===== src/rtl/usb_rx_pkg.sv =====
// Shared constants and payload types for the USB full-speed receive front end.
package usb_rx_pkg;

    localparam int unsigned USB_CLKS_PER_BIT  = 8;
    localparam int unsigned USB_SAMPLE_PHASE  = 3;
    localparam int unsigned USB_BITS_PER_BYTE = 8;
    localparam int unsigned USB_STUFF_LIMIT   = 6;
    localparam logic        USB_IDLE_LVL      = 1'b1;

    // Registered per-bit results handed to the serial-to-parallel stage
    typedef struct packed {
        logic serial_out;
        logic shift_strobe;
        logic byte_done;
        logic stuff_err;
    } rx_bit_out_t;

    localparam rx_bit_out_t RX_BIT_OUT_RST = '{
        serial_out:   USB_IDLE_LVL,
        shift_strobe: 1'b0,
        byte_done:    1'b0,
        stuff_err:    1'b0
    };

endpackage


===== src/rtl/usb_rx_bit_sampler_if.sv =====
// Line-side inputs and decoded-bit outputs of the receive bit sampler.
interface usb_rx_bit_sampler_if;

    logic rcving;
    logic d_plus_sync;
    logic d_edge;
    logic serial_out;
    logic shift_strobe;
    logic byte_done;
    logic stuff_err;

    modport master (
        output rcving, d_plus_sync, d_edge,
        input  serial_out, shift_strobe, byte_done, stuff_err
    );

    modport slave (
        input  rcving, d_plus_sync, d_edge,
        output serial_out, shift_strobe, byte_done, stuff_err
    );

endinterface


===== src/rtl/usb_rx_bit_timer.sv =====
// Oversampling bit timer: free-runs while enabled, re-aligns on every line edge,
// and flags the mid-bit sample point.
module usb_rx_bit_timer
    import usb_rx_pkg::*;
#(
    parameter int unsigned CLKS_PER_BIT = USB_CLKS_PER_BIT,
    parameter int unsigned SAMPLE_PHASE = USB_SAMPLE_PHASE
) (
    input  logic clk,
    input  logic n_rst,
    input  logic en,
    input  logic resync,
    output logic sample_tick_c
);

    localparam int unsigned TMR_W = $clog2(CLKS_PER_BIT);

    logic [TMR_W-1:0] bit_tmr;
    logic [TMR_W-1:0] bit_tmr_nxt;

    always_ff @(posedge clk) begin
        if (!n_rst) begin
            bit_tmr <= '0;
        end else begin
            bit_tmr <= bit_tmr_nxt;
        end
    end

    always_comb begin
        bit_tmr_nxt = bit_tmr;
        if (!en || resync) begin
            bit_tmr_nxt = '0;
        end else if (bit_tmr == TMR_W'(CLKS_PER_BIT - 1)) begin
            bit_tmr_nxt = '0;
        end else begin
            bit_tmr_nxt = bit_tmr + TMR_W'(1);
        end
    end

    // An edge landing on the sample point defers sampling to the re-aligned bit
    assign sample_tick_c = en && !resync && (bit_tmr == TMR_W'(SAMPLE_PHASE));

endmodule


===== src/rtl/usb_rx_bit_sampler.sv =====
// USB full-speed receive front end: mid-bit sampling, NRZI decode and bit unstuffing,
// producing one strobe per accepted bit and a byte boundary pulse.
module usb_rx_bit_sampler
    import usb_rx_pkg::*;
#(
    parameter int unsigned CLKS_PER_BIT  = USB_CLKS_PER_BIT,
    parameter int unsigned SAMPLE_PHASE  = USB_SAMPLE_PHASE,
    parameter int unsigned BITS_PER_BYTE = USB_BITS_PER_BYTE,
    parameter int unsigned STUFF_LIMIT   = USB_STUFF_LIMIT
) (
    input  logic                 clk,
    input  logic                 n_rst,
    usb_rx_bit_sampler_if.slave  rx
);

    localparam int unsigned CNT_W  = $clog2(BITS_PER_BYTE);
    localparam int unsigned ONES_W = $clog2(STUFF_LIMIT + 1);

    logic              sample_tick_c;
    logic              decoded_c;
    logic              prev_lvl;
    logic              prev_lvl_nxt;
    logic [CNT_W-1:0]  bit_cnt;
    logic [CNT_W-1:0]  bit_cnt_nxt;
    logic [ONES_W-1:0] ones_cnt;
    logic [ONES_W-1:0] ones_cnt_nxt;
    rx_bit_out_t       out_q;
    rx_bit_out_t       out_nxt;

    usb_rx_bit_timer #(
        .CLKS_PER_BIT (CLKS_PER_BIT),
        .SAMPLE_PHASE (SAMPLE_PHASE)
    ) u_bit_timer (
        .clk           (clk),
        .n_rst         (n_rst),
        .en            (rx.rcving),
        .resync        (rx.d_edge),
        .sample_tick_c (sample_tick_c)
    );

    // NRZI: no transition since the previous sample decodes as 1
    assign decoded_c = (rx.d_plus_sync == prev_lvl);

    always_ff @(posedge clk) begin
        if (!n_rst) begin
            prev_lvl <= USB_IDLE_LVL;
            bit_cnt  <= '0;
            ones_cnt <= '0;
            out_q    <= RX_BIT_OUT_RST;
        end else begin
            prev_lvl <= prev_lvl_nxt;
            bit_cnt  <= bit_cnt_nxt;
            ones_cnt <= ones_cnt_nxt;
            out_q    <= out_nxt;
        end
    end

    always_comb begin
        prev_lvl_nxt         = prev_lvl;
        bit_cnt_nxt          = bit_cnt;
        ones_cnt_nxt         = ones_cnt;
        out_nxt              = out_q;
        out_nxt.shift_strobe = 1'b0;
        out_nxt.byte_done    = 1'b0;
        out_nxt.stuff_err    = 1'b0;

        if (!rx.rcving) begin
            prev_lvl_nxt = USB_IDLE_LVL;
            bit_cnt_nxt  = '0;
            ones_cnt_nxt = '0;
        end else if (sample_tick_c) begin
            prev_lvl_nxt = rx.d_plus_sync;
            if (ones_cnt < ONES_W'(STUFF_LIMIT)) begin
                out_nxt.shift_strobe = 1'b1;
                out_nxt.serial_out   = decoded_c;
                out_nxt.byte_done    = (bit_cnt == CNT_W'(BITS_PER_BYTE - 1));
                bit_cnt_nxt          = out_nxt.byte_done ? '0 : bit_cnt + CNT_W'(1);
                ones_cnt_nxt         = decoded_c ? ones_cnt + ONES_W'(1) : '0;
            end else begin
                // Stuff-bit slot: always dropped, a 1 here is a protocol error
                out_nxt.stuff_err = decoded_c;
                ones_cnt_nxt      = '0;
            end
        end
    end

    assign rx.serial_out   = out_q.serial_out;
    assign rx.shift_strobe = out_q.shift_strobe;
    assign rx.byte_done    = out_q.byte_done;
    assign rx.stuff_err    = out_q.stuff_err;

endmodule

===== src/flat_wrapper.sv =====
// flat-port wrapper written by rule: the top's interface ports become plain ports
module usb_rx_bit_sampler_flat import usb_rx_pkg::*;
#(
    parameter int unsigned CLKS_PER_BIT  = USB_CLKS_PER_BIT,
    parameter int unsigned SAMPLE_PHASE  = USB_SAMPLE_PHASE,
    parameter int unsigned BITS_PER_BYTE = USB_BITS_PER_BYTE,
    parameter int unsigned STUFF_LIMIT   = USB_STUFF_LIMIT
)
  (clk, n_rst, rx_rcving, rx_d_plus_sync, rx_d_edge, rx_serial_out, rx_shift_strobe, rx_byte_done, rx_stuff_err);
  usb_rx_bit_sampler_if rx_i ();
  input  logic clk;
  input  logic n_rst;
  input wire logic [$bits(rx_i.rcving)-1:0] rx_rcving;
  input wire logic [$bits(rx_i.d_plus_sync)-1:0] rx_d_plus_sync;
  input wire logic [$bits(rx_i.d_edge)-1:0] rx_d_edge;
  output wire logic [$bits(rx_i.serial_out)-1:0] rx_serial_out;
  output wire logic [$bits(rx_i.shift_strobe)-1:0] rx_shift_strobe;
  output wire logic [$bits(rx_i.byte_done)-1:0] rx_byte_done;
  output wire logic [$bits(rx_i.stuff_err)-1:0] rx_stuff_err;
  assign rx_i.rcving = rx_rcving;
  assign rx_i.d_plus_sync = rx_d_plus_sync;
  assign rx_i.d_edge = rx_d_edge;
  assign rx_serial_out = rx_i.serial_out;
  assign rx_shift_strobe = rx_i.shift_strobe;
  assign rx_byte_done = rx_i.byte_done;
  assign rx_stuff_err = rx_i.stuff_err;
  usb_rx_bit_sampler #(.CLKS_PER_BIT(CLKS_PER_BIT), .SAMPLE_PHASE(SAMPLE_PHASE), .BITS_PER_BYTE(BITS_PER_BYTE), .STUFF_LIMIT(STUFF_LIMIT)) u_core (.clk(clk), .n_rst(n_rst), .rx(rx_i));
endmodule

===== config.mk =====
export PLATFORM = sky130hd
export DESIGN_NAME = usb_rx_bit_sampler_flat
export DESIGN_NICKNAME = d
export VERILOG_FILES = /design/src/rtl/usb_rx_pkg.sv /design/src/rtl/usb_rx_bit_sampler_if.sv /design/src/rtl/usb_rx_bit_timer.sv /design/src/rtl/usb_rx_bit_sampler.sv /design/src/flat_wrapper.sv
export SDC_FILE = /design/constraint.sdc
export NUM_CORES = 1
export LEC_CHECK = 0
export ABC_AREA = 1
export CORE_MARGIN = 5
export CORE_UTILIZATION = 45
export DETAILED_ROUTE_END_ITERATION = 10
export PLACE_DENSITY = 0.68
export RECOVER_POWER = 100
export SLEW_MARGIN = 20
export SYNTH_ARGS = -nofsm -noshare
export SYNTH_HDL_FRONTEND = slang
export SYNTH_SLANG_ARGS = --single-unit

===== constraint.sdc =====
create_clock -name clk -period 3.4 [get_ports clk]
set_clock_uncertainty 0.1 [all_clocks]
set_input_delay 0.68 -clock clk [delete_from_list [all_inputs] [get_ports clk]]
set_output_delay 0.68 -clock clk [all_outputs]
set_load 0.02 [all_outputs]

==> impl_metrics.sql <==
INSERT INTO impl_metrics (metric_group, metric, value, unit) VALUES
('outcome', 'run_status', 'completed', ''),
('clock_tree', 'tritoncts_clock_tree', 'yes', ''),
('timing', 'final_worst_setup_slack', '1.34', 'ns'),
('floorplan', 'floorplan.io_pins', '9', ''),
('timing', 'max_slew.worst_pin.slew', '0.350', 'ns'),
('flow_run', 'max_cap_viol_count', '0', ''),
('place', 'io_buffer_count', '8', ''),
('global_routing', 'maximum_number_of_pins_on_one_net_before_global_route_repair', '10', ''),
('power', 'power_leakage', '0.000371', 'uW'),
('timing', 'count_of_final_max_slew_check_failures', '0', ''),
('global_routing', 'grt_pass1_vias', '389', ''),
('logic_synthesis', 'yosys.area.top_type_share', '46.9', '%'),
('clock_tree', 'cts_hold_buf', '0', ''),
('power', 'power.density', '415', 'nW/um^2'),
('logic_synthesis', 'netlist_top_cells_count', '15 x sky130_fd_sc_hd__nand2_1, 14 x sky130_fd_sc_hd__dfxtp_1, 14 x sky130_fd_sc_hd__nor2_1', ''),
('timing', 'fmax', '486', 'MHz'),
('clock_tree', 'postCtsSetupBuffers', '0', ''),
('timing', 'final_period_minus_worst_setup_slack', '2.06', 'ns'),
('final_layout', 'filler_cell_count', '120', ''),
('clock_tree', 'cts-htree-levels', '1', ''),
('setup_path', 'timing.critical_path.slowest_cell_delay', '0.67', 'ns'),
('final_layout', 'postLayoutCoreUtil', '55.5', '%'),
('logic_synthesis', 'synthesis.nets', '85', ''),
('place', 'post_placement_setup_slack', '1.46', 'ns'),
('clock_tree', 'cts-resized-gates', '0', ''),
('global_routing', 'number_of_antenna_violations_at_the_first_check_in_global_routing', '0', ''),
('clock_tree', 'clk_transition_reported_paths', '0.09', 'ns'),
('setup_path', 'endpoint_kind', 'output pin', ''),
('logic_synthesis', 'share_of_the_yosys_chip_area_belonging_to_registers', '46.9', '%'),
('logic_synthesis', 'post_synth_num_cell_types', '12', ''),
('logic_synthesis', 'synth_cells', '74', ''),
('logic_synthesis', 'number_of_enable_type_register_cells_in_the_synthesized_netlist', '0', ''),
('setup_path', 'critical_path_buf_inv_count', '1', ''),
('timing', 'setup-tns-final', '0', 'ns'),
('route', 'via_count', '473', ''),
('floorplan', 'die_height', '46.5', 'um'),
('floorplan', 'rows', '13', ''),
('route', 'first_pass_iters', '3', ''),
('setup_path', 'worstPathCellList', 'dlygate4sd3_1', ''),
('logic_synthesis', 'yosys_register_bits', '14', ''),
('place', 'gpl_wtd_cong', '0.761', ''),
('logic_synthesis', 'async_reset_ff_share', '0', '%'),
('route', 'postRouteAntennaNets', '0', ''),
('power', 'peakVddDrop', '264', 'uV'),
('logic_synthesis', 'synthMostInstantiatedCell', 'sky130_fd_sc_hd__nand2_1', ''),
('timing', 'slew_headroom', '76.6', '%'),
('global_routing', 'global_route.usage.total', '10.8', '%'),
('logic_synthesis', 'synth-main-ff-cell', 'sky130_fd_sc_hd__dfxtp_1', ''),
('final_layout', 'post_route_cells_drive_above_1_share', '4.65', '%'),
('route', 'detail_route.drc_violations', '0', ''),
('final_layout', 'multi_input_comb_area', '260', 'sq um'),
('clock_tree', 'worst_skew_pair.late_latency', '0.27', 'ns'),
('setup_path', 'critical_path.slowest_cell', 'sky130_fd_sc_hd__dlygate4sd3_1', ''),
('setup_path', 'worst_path_dominant_cell_family', 'buffers and inverters', ''),
('setup_path', 'cp.required', '2.62', 'ns'),
('logic_synthesis', 'synth_largest_area_cell', 'sky130_fd_sc_hd__dfxtp_1', ''),
('hold_path', 'timing.hold.worst.class', 'reg2reg', ''),
('clock_tree', 'cts_num_sinks', '14', ''),
('route', 'mean_number_of_vias_per_cell', '4.68', ''),
('logic_synthesis', 'post_synth_main_area_contributors', 'sky130_fd_sc_hd__dfxtp_1 47%, sky130_fd_sc_hd__ha_1 13%, sky130_fd_sc_hd__nand2_1 9.4%', ''),
('global_routing', 'grt_first_pass_wirelength', '1570', 'um'),
('logic_synthesis', 'yosysWarningCount', '0', ''),
('logic_synthesis', 'synthesis.area', '598', 'sq um'),
('setup_path', 'critical_path_class', 'reg2out', ''),
('timing', 'finalCritPeriodShare', '60.5', '%'),
('floorplan', 'die_area', '2160', 'sq um'),
('final_layout', 'design.final.nets', '98', ''),
('clock_tree', 'number_of_buffers_added_by_the_clock_tree_synthesis_step', '3', ''),
('clock_tree', 'cts_root_buffer', 'sky130_fd_sc_hd__clkbuf_4', ''),
('final_layout', 'syn2layout_area_growth', '19.2', '%'),
('timing', 'grt_setup_unrepaired', 'false', '');
-- power by group --
group | total, uW | internal (uW) | switching, uW
clock | 120 | 65.1 | 55.1
sequential | 165 | 164 | 0.343
combinational | 11.0 | 5.36 | 5.59
total | 296 | 235 | 61.0
-- cell type report --
class | count | area share [%]
flip-flops and latches | 14 | 39.3
multi-input cells | 50 | 36.5
repair buffers | 8 | 11.2
inverters | 10 | 5.26
clock buffers | 4 | 5.09
well taps | 15 | 2.63
-- worst paths after layout --
| check | from | cells after the start | slack (ns) | to |
|---|---|---|---|---|
| max | u_core.rx.serial_out | 1 | 1.34 | rx_serial_out |
| min | u_core.u_bit_timer.bit_tmr[0] | 1 | 0.35 | u_core.u_bit_timer.bit_tmr[0] |
| max reg2reg | u_core.u_bit_timer.bit_tmr[0] | 6 | 1.69 | u_core.ones_cnt[0] |
| min reg2reg | u_core.u_bit_timer.bit_tmr[0] | 1 | 0.35 | u_core.u_bit_timer.bit_tmr[0] |
-- cells by family (layout without fill, tap and decap cells) --
group	Yosys count	after routing	share of synthesized area [%]
flip-flops	14	14	46.9
buffers and inverters	10	22	6.28
adder cells (fa/ha/maj)	6	6	12.6
AND/OR/NAND/NOR	36	36	27.2
AO/OA/AOI/OAI	8	8	7.11
-- metal layers --
metal	vias up	share of wire, %	GRT usage [%]
met4	0	2.7	6.82
met2	10	42	15.4
met5	-	0	0
li1	257	-	-
met3	4	6.7	3.52
met1	202	49	13.8
-- placed cells by master (no fill, tap or decap), drive strengths merged --
cell / instances
nand3: 4
nor3: 2
a21oi: 3
nor2: 15
clkbuf: 4
o21ai: 4
nand2: 15
o211ai: 1
dlygate4sd3: 5
ha: 6
clkdlybuf4s50: 3
inv: 10
dfxtp: 14
-- through the flow --
stage          instance area, sq um  hold WS (ns)  instances
2_1_floorplan                   598         0.299         74
3_3_place_gp                    697         0.312         97
3_5_place_dp                    697         0.345         97
4_1_cts                         733         0.359        101
5_1_grt                         713         0.375        101
6_report                        713         0.346        101
-- state kept, by name, indices dropped and copies added, names as in the netlist --
| name | count |
|---|---|
| u_core.prev_lvl | 1 |
| u_core.rx.byte_done | 1 |
| u_core.bit_cnt | 3 |
| u_core.rx.stuff_err | 1 |
| u_core.u_bit_timer.bit_tmr | 3 |
| u_core.rx.shift_strobe | 1 |
| u_core.rx.serial_out | 1 |
| u_core.ones_cnt | 3 |
(Power assumes the default switching activity.)
